File: src/rtl/seq_sub_64_bit.sv
// Multi-cycle 64-bit subtractor: d = a - b - b_in, SLICE_W bits per clock, LSB slice first.
// Define SEQ_SUB_OVF_EN to add the registered signed-overflow output ovf.
//
// state | meaning
// IDLE  | waiting for operands, in_ready=1
// BUSY  | computing one slice per clock, N_SLICES cycles
// DONE  | result held on d/b_out until out_ready
module seq_sub_64_bit #(
    parameter int SLICE_W = 16
) (
    input  logic        clk,
    input  logic        rst,
    input  logic        in_valid,
    output logic        in_ready,
    input  logic [63:0] a,
    input  logic [63:0] b,
    input  logic        b_in,
    output logic        out_valid,
    input  logic        out_ready,
    output logic [63:0] d,
    output logic        b_out
`ifdef SEQ_SUB_OVF_EN
    ,
    output logic        ovf
`endif
);

    localparam int N_SLICES = 64 / SLICE_W;
    localparam int CNT_W    = (N_SLICES > 1) ? $clog2(N_SLICES) : 1;
    localparam int SUM_W    = SLICE_W + 1;
    localparam logic [CNT_W-1:0] CNT_LAST = CNT_W'(N_SLICES - 1);

    generate
        if (SLICE_W != 1 && SLICE_W != 2 && SLICE_W != 4 && SLICE_W != 8 &&
            SLICE_W != 16 && SLICE_W != 32 && SLICE_W != 64) begin : g_bad_slice_w
            $error("seq_sub_64_bit: SLICE_W must be one of 1, 2, 4, 8, 16, 32, 64");
        end
    endgenerate

    typedef enum logic [1:0] {
        IDLE = 2'd0,
        BUSY = 2'd1,
        DONE = 2'd2
    } state_t;

    state_t             state_q, state_d;
    logic [63:0]        a_q, a_d;
    logic [63:0]        b_q, b_d;
    logic               c_q, c_d;
    logic [CNT_W-1:0]   cnt_q, cnt_d;
    logic [63:0]        d_q, d_d;
    logic               b_out_q, b_out_d;
`ifdef SEQ_SUB_OVF_EN
    logic               ovf_q, ovf_d;
`endif

    logic [6:0]         slice_base;
    logic [SLICE_W-1:0] a_sl;
    logic [SLICE_W-1:0] b_sl;
    logic [SLICE_W-1:0] sum_sl;
    logic               c_nx;

    // Subtraction as a + ~b + carry, where the initial carry is ~b_in.
    always_comb begin
        slice_base       = 7'(cnt_q) * 7'(SLICE_W);
        a_sl             = a_q[slice_base +: SLICE_W];
        b_sl             = b_q[slice_base +: SLICE_W];
        {c_nx, sum_sl}   = {1'b0, a_sl} + {1'b0, ~b_sl} + SUM_W'(c_q);
    end

    always_comb begin
        state_d = state_q;
        a_d     = a_q;
        b_d     = b_q;
        c_d     = c_q;
        cnt_d   = cnt_q;
        d_d     = d_q;
        b_out_d = b_out_q;
`ifdef SEQ_SUB_OVF_EN
        ovf_d   = ovf_q;
`endif
        case (state_q)
            IDLE: begin
                if (in_valid) begin
                    a_d     = a;
                    b_d     = b;
                    c_d     = ~b_in;
                    cnt_d   = '0;
                    state_d = BUSY;
                end
            end
            BUSY: begin
                d_d[slice_base +: SLICE_W] = sum_sl;
                c_d = c_nx;
                if (cnt_q == CNT_LAST) begin
                    cnt_d   = '0;
                    b_out_d = ~c_nx;
`ifdef SEQ_SUB_OVF_EN
                    ovf_d   = (a_q[63] != b_q[63]) && (d_d[63] != a_q[63]);
`endif
                    state_d = DONE;
                end else begin
                    cnt_d = cnt_q + 1'b1;
                end
            end
            DONE: begin
                if (out_ready) begin
                    state_d = IDLE;
                end
            end
            default: begin
                state_d = IDLE;
            end
        endcase
    end

    always_ff @(posedge clk) begin
        if (rst) begin
            state_q <= IDLE;
            a_q     <= '0;
            b_q     <= '0;
            c_q     <= 1'b0;
            cnt_q   <= '0;
            d_q     <= '0;
            b_out_q <= 1'b0;
`ifdef SEQ_SUB_OVF_EN
            ovf_q   <= 1'b0;
`endif
        end else begin
            state_q <= state_d;
            a_q     <= a_d;
            b_q     <= b_d;
            c_q     <= c_d;
            cnt_q   <= cnt_d;
            d_q     <= d_d;
            b_out_q <= b_out_d;
`ifdef SEQ_SUB_OVF_EN
            ovf_q   <= ovf_d;
`endif
        end
    end

    assign in_ready  = (state_q == IDLE);
    assign out_valid = (state_q == DONE);
    assign d         = d_q;
    assign b_out     = b_out_q;
`ifdef SEQ_SUB_OVF_EN
    assign ovf       = ovf_q;
`endif

endmodule

File: config.mk
export PLATFORM = sky130hd
export DESIGN_NAME = seq_sub_64_bit
export DESIGN_NICKNAME = d
export VERILOG_FILES = /design/src/rtl/seq_sub_64_bit.sv
export SDC_FILE = /design/constraint.sdc
export NUM_CORES = 1
export LEC_CHECK = 0
export CAP_MARGIN = 10
export CORE_UTILIZATION = 50
export DETAILED_ROUTE_END_ITERATION = 8
export HOLD_SLACK_MARGIN = 0.05
export PLACE_DENSITY = 0.86
export SLEW_MARGIN = 20
export SYNTH_ARGS = -nofsm -noshare
export SYNTH_HDL_FRONTEND = slang
export SYNTH_SLANG_ARGS = --single-unit
export TNS_END_PERCENT = 1
File: constraint.sdc
create_clock -name clk -period 4 [get_ports clk]
set_input_delay 1.2 -clock clk [delete_from_list [all_inputs] [get_ports clk]]
set_output_delay 1.2 -clock clk [all_outputs]
set_load 0.03 [all_outputs]
# After elaboration in Yosys (flattened, before gate mapping)
# Cells that the tools add are included.
classes:
  n_addsub: 4
  eq_ne: 6
  shifts: 4
  mux: 10
  bitwise: 3
  n_reduce_logical: 6
ops:
  columns: ["op", "count"]
  rows:
  - ["variable part select 64 x 7 -> 16 bit", 2]
  - ["bitwise mux 64 bit", 1]
  - ["variable shift 16 x 9 -> 64 bit (first input constant)", 1]
  - ["variable part select 16 x 9 -> 64 bit", 1]
  - ["adder 16 x 16 -> 17 bit", 1]
  - ["adder 17 x 1 -> 17 bit", 1]
  - ["inverter 16 bit", 1]
  - ["2-to-1 mux 2 bit", 5]
  - ["negation 6 -> 9 bit", 1]
  - ["case mux 2 bit (3 select lines)", 1]
  - ["AND reduction 2 bit", 3]
  - ["== test 2 bit (second input constant)", 2]
  - ["inequality test 2 bit (second input constant)", 2]
  - ["case mux 2 bit (2 select lines)", 1]
  - ["AND reduction 3 bit", 1]
  - ["adder 2 x 1 -> 2 bit (second input constant)", 1]
  - ["== test 2 x 1 -> 1 bit (second input constant)", 1]
  - ["logical NOT 2 bit", 1]
  - ["inequality test 2 x 1 -> 1 bit (second input constant)", 1]
  - ["inverter 1 bit", 2]
  - ["case mux 1 bit (2 select lines)", 1]
  - ["nonzero test 2 bit", 1]
  - ["2-to-1 mux 1 bit", 1]
totals:
  ff_bits: 198
  input_bits: 133
  wordCells: 40

# Depth between registers and ports, before layout
logic_depth:
  word_depth: 6
  ltp_mapped: 14
  ltp_nobuf: 11

# Worst setup path before layout
# OpenSTA, ideal clock, no wires.
synth_path:
  path_type: "reg-to-reg"
  startpoint: "reg cnt_q[1]"
  endpoint: "reg d_q[14] (netlist: d[14])"
  arrival_ps: 3509
  slack_ps: 374
  stages_incl_launch_ff: 14
  synth_period_minus_slack_ps: 3626
  cell_sequence: "dfxtp_1 buf_2 buf_2 clkbuf_1 mux4_2 fa_1 fa_1 nor2b_1 o31a_1 o31a_1 a21oi_4 nor2b_1 o311ai_4 a22o_1"
synth_between:
  elab_chain_len: 6
  elab_cells_between_ends: 9
  cone_classes: "add/sub: 3; shift: 4; mux: 1; bitwise: 1"
synth_rtl:
  columns: ["element", "line_no", "source"]
  rows:
  - ["from (decl)", "50", "logic [CNT_W-1:0] cnt_q, cnt_d;"]
  - ["from (signal assigned)", "134", "cnt_q <= cnt_d;"]
  - ["variable part select 64 x 7 -> 16 bit", "67", "b_sl = b_q[slice_base +: SLICE_W];"]
  - ["inverter 16 bit", "68", "{c_nx, sum_sl} = {1'b0, a_sl} + {1'b0, ~b_sl} + SUM_W'(c_q);"]
  - ["adder 16 x 16 -> 17 bit", "68", null]
  - ["adder 17 x 1 -> 17 bit", "68", null]
  - ["variable part select 16 x 9 -> 64 bit", "93", "d_d[slice_base +: SLICE_W] = sum_sl;"]
  - ["bitwise mux 64 bit *", "93", null]
  - ["to (signal assigned)", "124", "d_q <= '0;"]
  - ["to (signal assigned)", "135", "d_q <= d_d;"]
  - ["to (decl)", "51", "logic [63:0] d_q, d_d;"]
# Mark *: on every way between the ends. The rest lies on a longest branch, timed or not.
# A chain may end at the register's enable or synchronous reset.

# Worst setup path in the final report
layout_path:
  startpoint: "reg cnt_q[0]"
  endpoint: "reg d_q[46] (netlist: d[46])"
# The elaborated chain is that of the path after synthesis.

==> impl_metrics.tcl <==
set metrics [dict create \
    place.port_buffers 199 \
    rsz0062_at_grt "false" \
    crit_fanout 13 \
    cts_tree "yes" \
    clock_path_buffers 2 \
    p_per_area_nw_per_um2 427.8 \
    cp-start-kind "register" \
    rrSetupSlack_ns 0.52 \
    num_rows 46 \
    netlist-cell-type-count 43 \
    wl_per_cell_um 16.84 \
    hp-class "register to register" \
    syn-cell-area_sq_um 8349 \
    yosysSeqAreaShare_pct 47.47 \
    synth_nets 1109 \
    end_kind "register" \
    max_clock_freq_ghz 0.2878 \
    grt_pass1_vias 7176 \
    cts_hold_buf 0 \
    avgViaCountPerCell 5.630 \
    h-tree-depth 4 \
    drc_errors 0 \
    grt_overflow 0 \
    num_antenna_cells 0 \
    r2r_cells 11 \
    report.final.slew_viol_count 0 \
    drv_cap 0 \
    holdWs_ns 0.4540 \
    ys_warn_count 0 \
    slew_headroom_pct 27.04 \
    area_growth_pct 32.37 \
    setup_tns_ns 0 \
    synthArstFlopShare_pct 0 \
    setup_violations 0 \
    die_y_um 131.2 \
    cts_setup_buffers 0 \
    peakVddDrop_uv 338.6 \
    final_cell_mix "280 x nand2_1, 198 x clkdlybuf4s50_1, 196 x dfxtp_1" \
    fp.dieW_um 131.2 \
    floorplan.initialDensity_pct 51.81 \
    path_class "register to register" \
    grt_usage_pct 26.68 \
    path_clk_slew_ns 0.07 \
    drt_iter0_markers 707 \
    fin_crit_sh_pct 86.88 \
    synth_ff_type "dfxtp_1" \
    syn-instance-count 953 \
    grt_start_max_net_pins 77 \
    nets 1280 \
    synth-edff-count 0 \
    fin_ws_ns 0.5248 \
    syn_avg_cell_area_sq_um 8.761 \
    r2r-end "d[46]" \
    num-fill-cells 1187 \
    drt-pass1-iter-count 6 \
    cp.arrival_ns 3.84 \
    worstPathRequired_ns 4.37 \
    hold_violations 0 \
    numCtsBuffers 17 \
    vias 7606 \
    final_layout_size_suffix_gt1_share_pct 7.577 \
    ys_seq_elements 198 \
    insertion_delay_ns 0.43 \
    grt_pass1_wl_um 36380 \
    antenna_found_initial 0 \
    wirelength_um 22750 \
    min_from "a_q[60]" \
    rr_startpoint "cnt_q[0]" \
    min_path_cells 2 \
    min_to "a_q[60]" \
    p_leak_nw 4.127 \
    fin_crit_ns 3.475 \
    place.gp.congestion 0.9096 \
    finalNonFillerCells 1351 \
    dp_hpwl_um 16690 \
    antenna_left 0 \
    worst_pin_slew_ns 1.084 \
    mostFrequentLayoutCell "nand2_1" \
    ctsResizeCount 0 \
    design.core.area_sq_um 16120 \
    root_buffer "clkbuf_16" \
    placedCellCount 1321 \
    clock_sinks 198 \
    die_area_sq_um 17220 \
    status "complete, no violations" \
    place_ws_ns 0.5492 \
    fin_skew_ns 0.008584 \
    io-pin-count 200 \
]
==> cell usage after synthesis, types with 5 or more instances <==
cell type  number  area share (%)
a21oi_1       158             9.5
a22o_1         32             3.4
a22oi_1        20             1.8
buf_2           5            0.30
clkbuf_1       49             2.2
dfxtp_1       198              47
ha_1           21             3.1
inv_1          23             1.0
mux4_2         32             8.6
nand2_1       281              13
nor2_1         57             2.6
nor2b_1         6            0.45
o21a_1          7            0.63
o21ai_0         5            0.30
xnor2_1         6            0.63
==> how the worst max path moves through the flow <==
stage | cells past startpoint | to | from
6_report | 11 | d[46] | cnt_q[0]
5_1_grt | 11 | d[14] | cnt_q[0]
4_1_cts | 11 | d[14] | cnt_q[0]
3_5_place_dp | 11 | d[14] | cnt_q[0]
3_3_place_gp | 11 | d[14] | cnt_q[0]
2_1_floorplan | 13 | d[14] | cnt_q[1]
==> state kept, by name (all words and copies together), names as in the netlist <==
signal	flops
a_q	64
b_q	64
d	64
cnt_q	2
state_q	2
b_out	1
c_q	1
==> report_power, final <==
group	switching, mW	leakage (nW)	internal (mW)	total (mW)
Sequential	0.0667	1.62	2.07	2.14
Combinational	0.551	2.23	0.413	0.965
Clock	0.707	0.278	0.915	1.62
Total	1.32	4.13	3.40	4.73
==> through the flow <==
step	cell area (sq um)	util [%]	total power, mW
after floorplan	8349	-	2.773
after global placement	10490	65.11	3.109
after detailed placement	10490	65.11	3.132
after CTS	11050	68.58	4.720
after global routing	11050	68.58	4.900
final	11050	68.58	4.728
==> cell families (layout without fill, tap and decap cells) <==
logic type	count (synthesis)	count (layout)	share of synthesized area, %
compound gates	249	249	18.69
xor+xnor	9	9	0.9442
simple gates	361	361	16.92
flops	198	198	47.47
mux	32	32	8.632
buf+inv	81	263	3.716
fa+ha+maj	23	23	3.627
==> final cells by class <==
type	instances	area [sq um]	area share [%]
Clock buffer	22	484.2	4.381
Clock inverter	8	75.07	0.6793
Inverter	23	86.33	0.7812
Multi-Input combinational cell	674	4085	36.96
Sequential cell	198	3966	35.89
Tap cell	216	270.3	2.445
Timing Repair Buffer	210	2085	18.86
==> worst max-delay path: stages, from the launching register on <==
cell      delay (ns)
dfxtp_2         0.55
buf_4           0.34
mux4_2          0.54
inv_1           0.07
ha_1            0.26
nor2b_1         0.16
o31a_1          0.27
o31a_1          0.30
a21oi_4         0.23
nor2b_1         0.10
o311ai_4        0.37
a22o_1          0.20
==> routing by layer <==
| layer | part of all wire (%) | GRT usage, % | vias to the layer above |
|---|---|---|---|
| met3 | 7.6 | 5.787 | 69 |
| met2 | 46 | 42.41 | 369 |
| met1 | 42 | 34.05 | 3548 |
| met4 | 3.9 | 13.86 | 0 |
| met5 | 0 | 0 | - |
| li1 | - | - | 3620 |
Note: power is estimated with default switching activity, not from simulation.
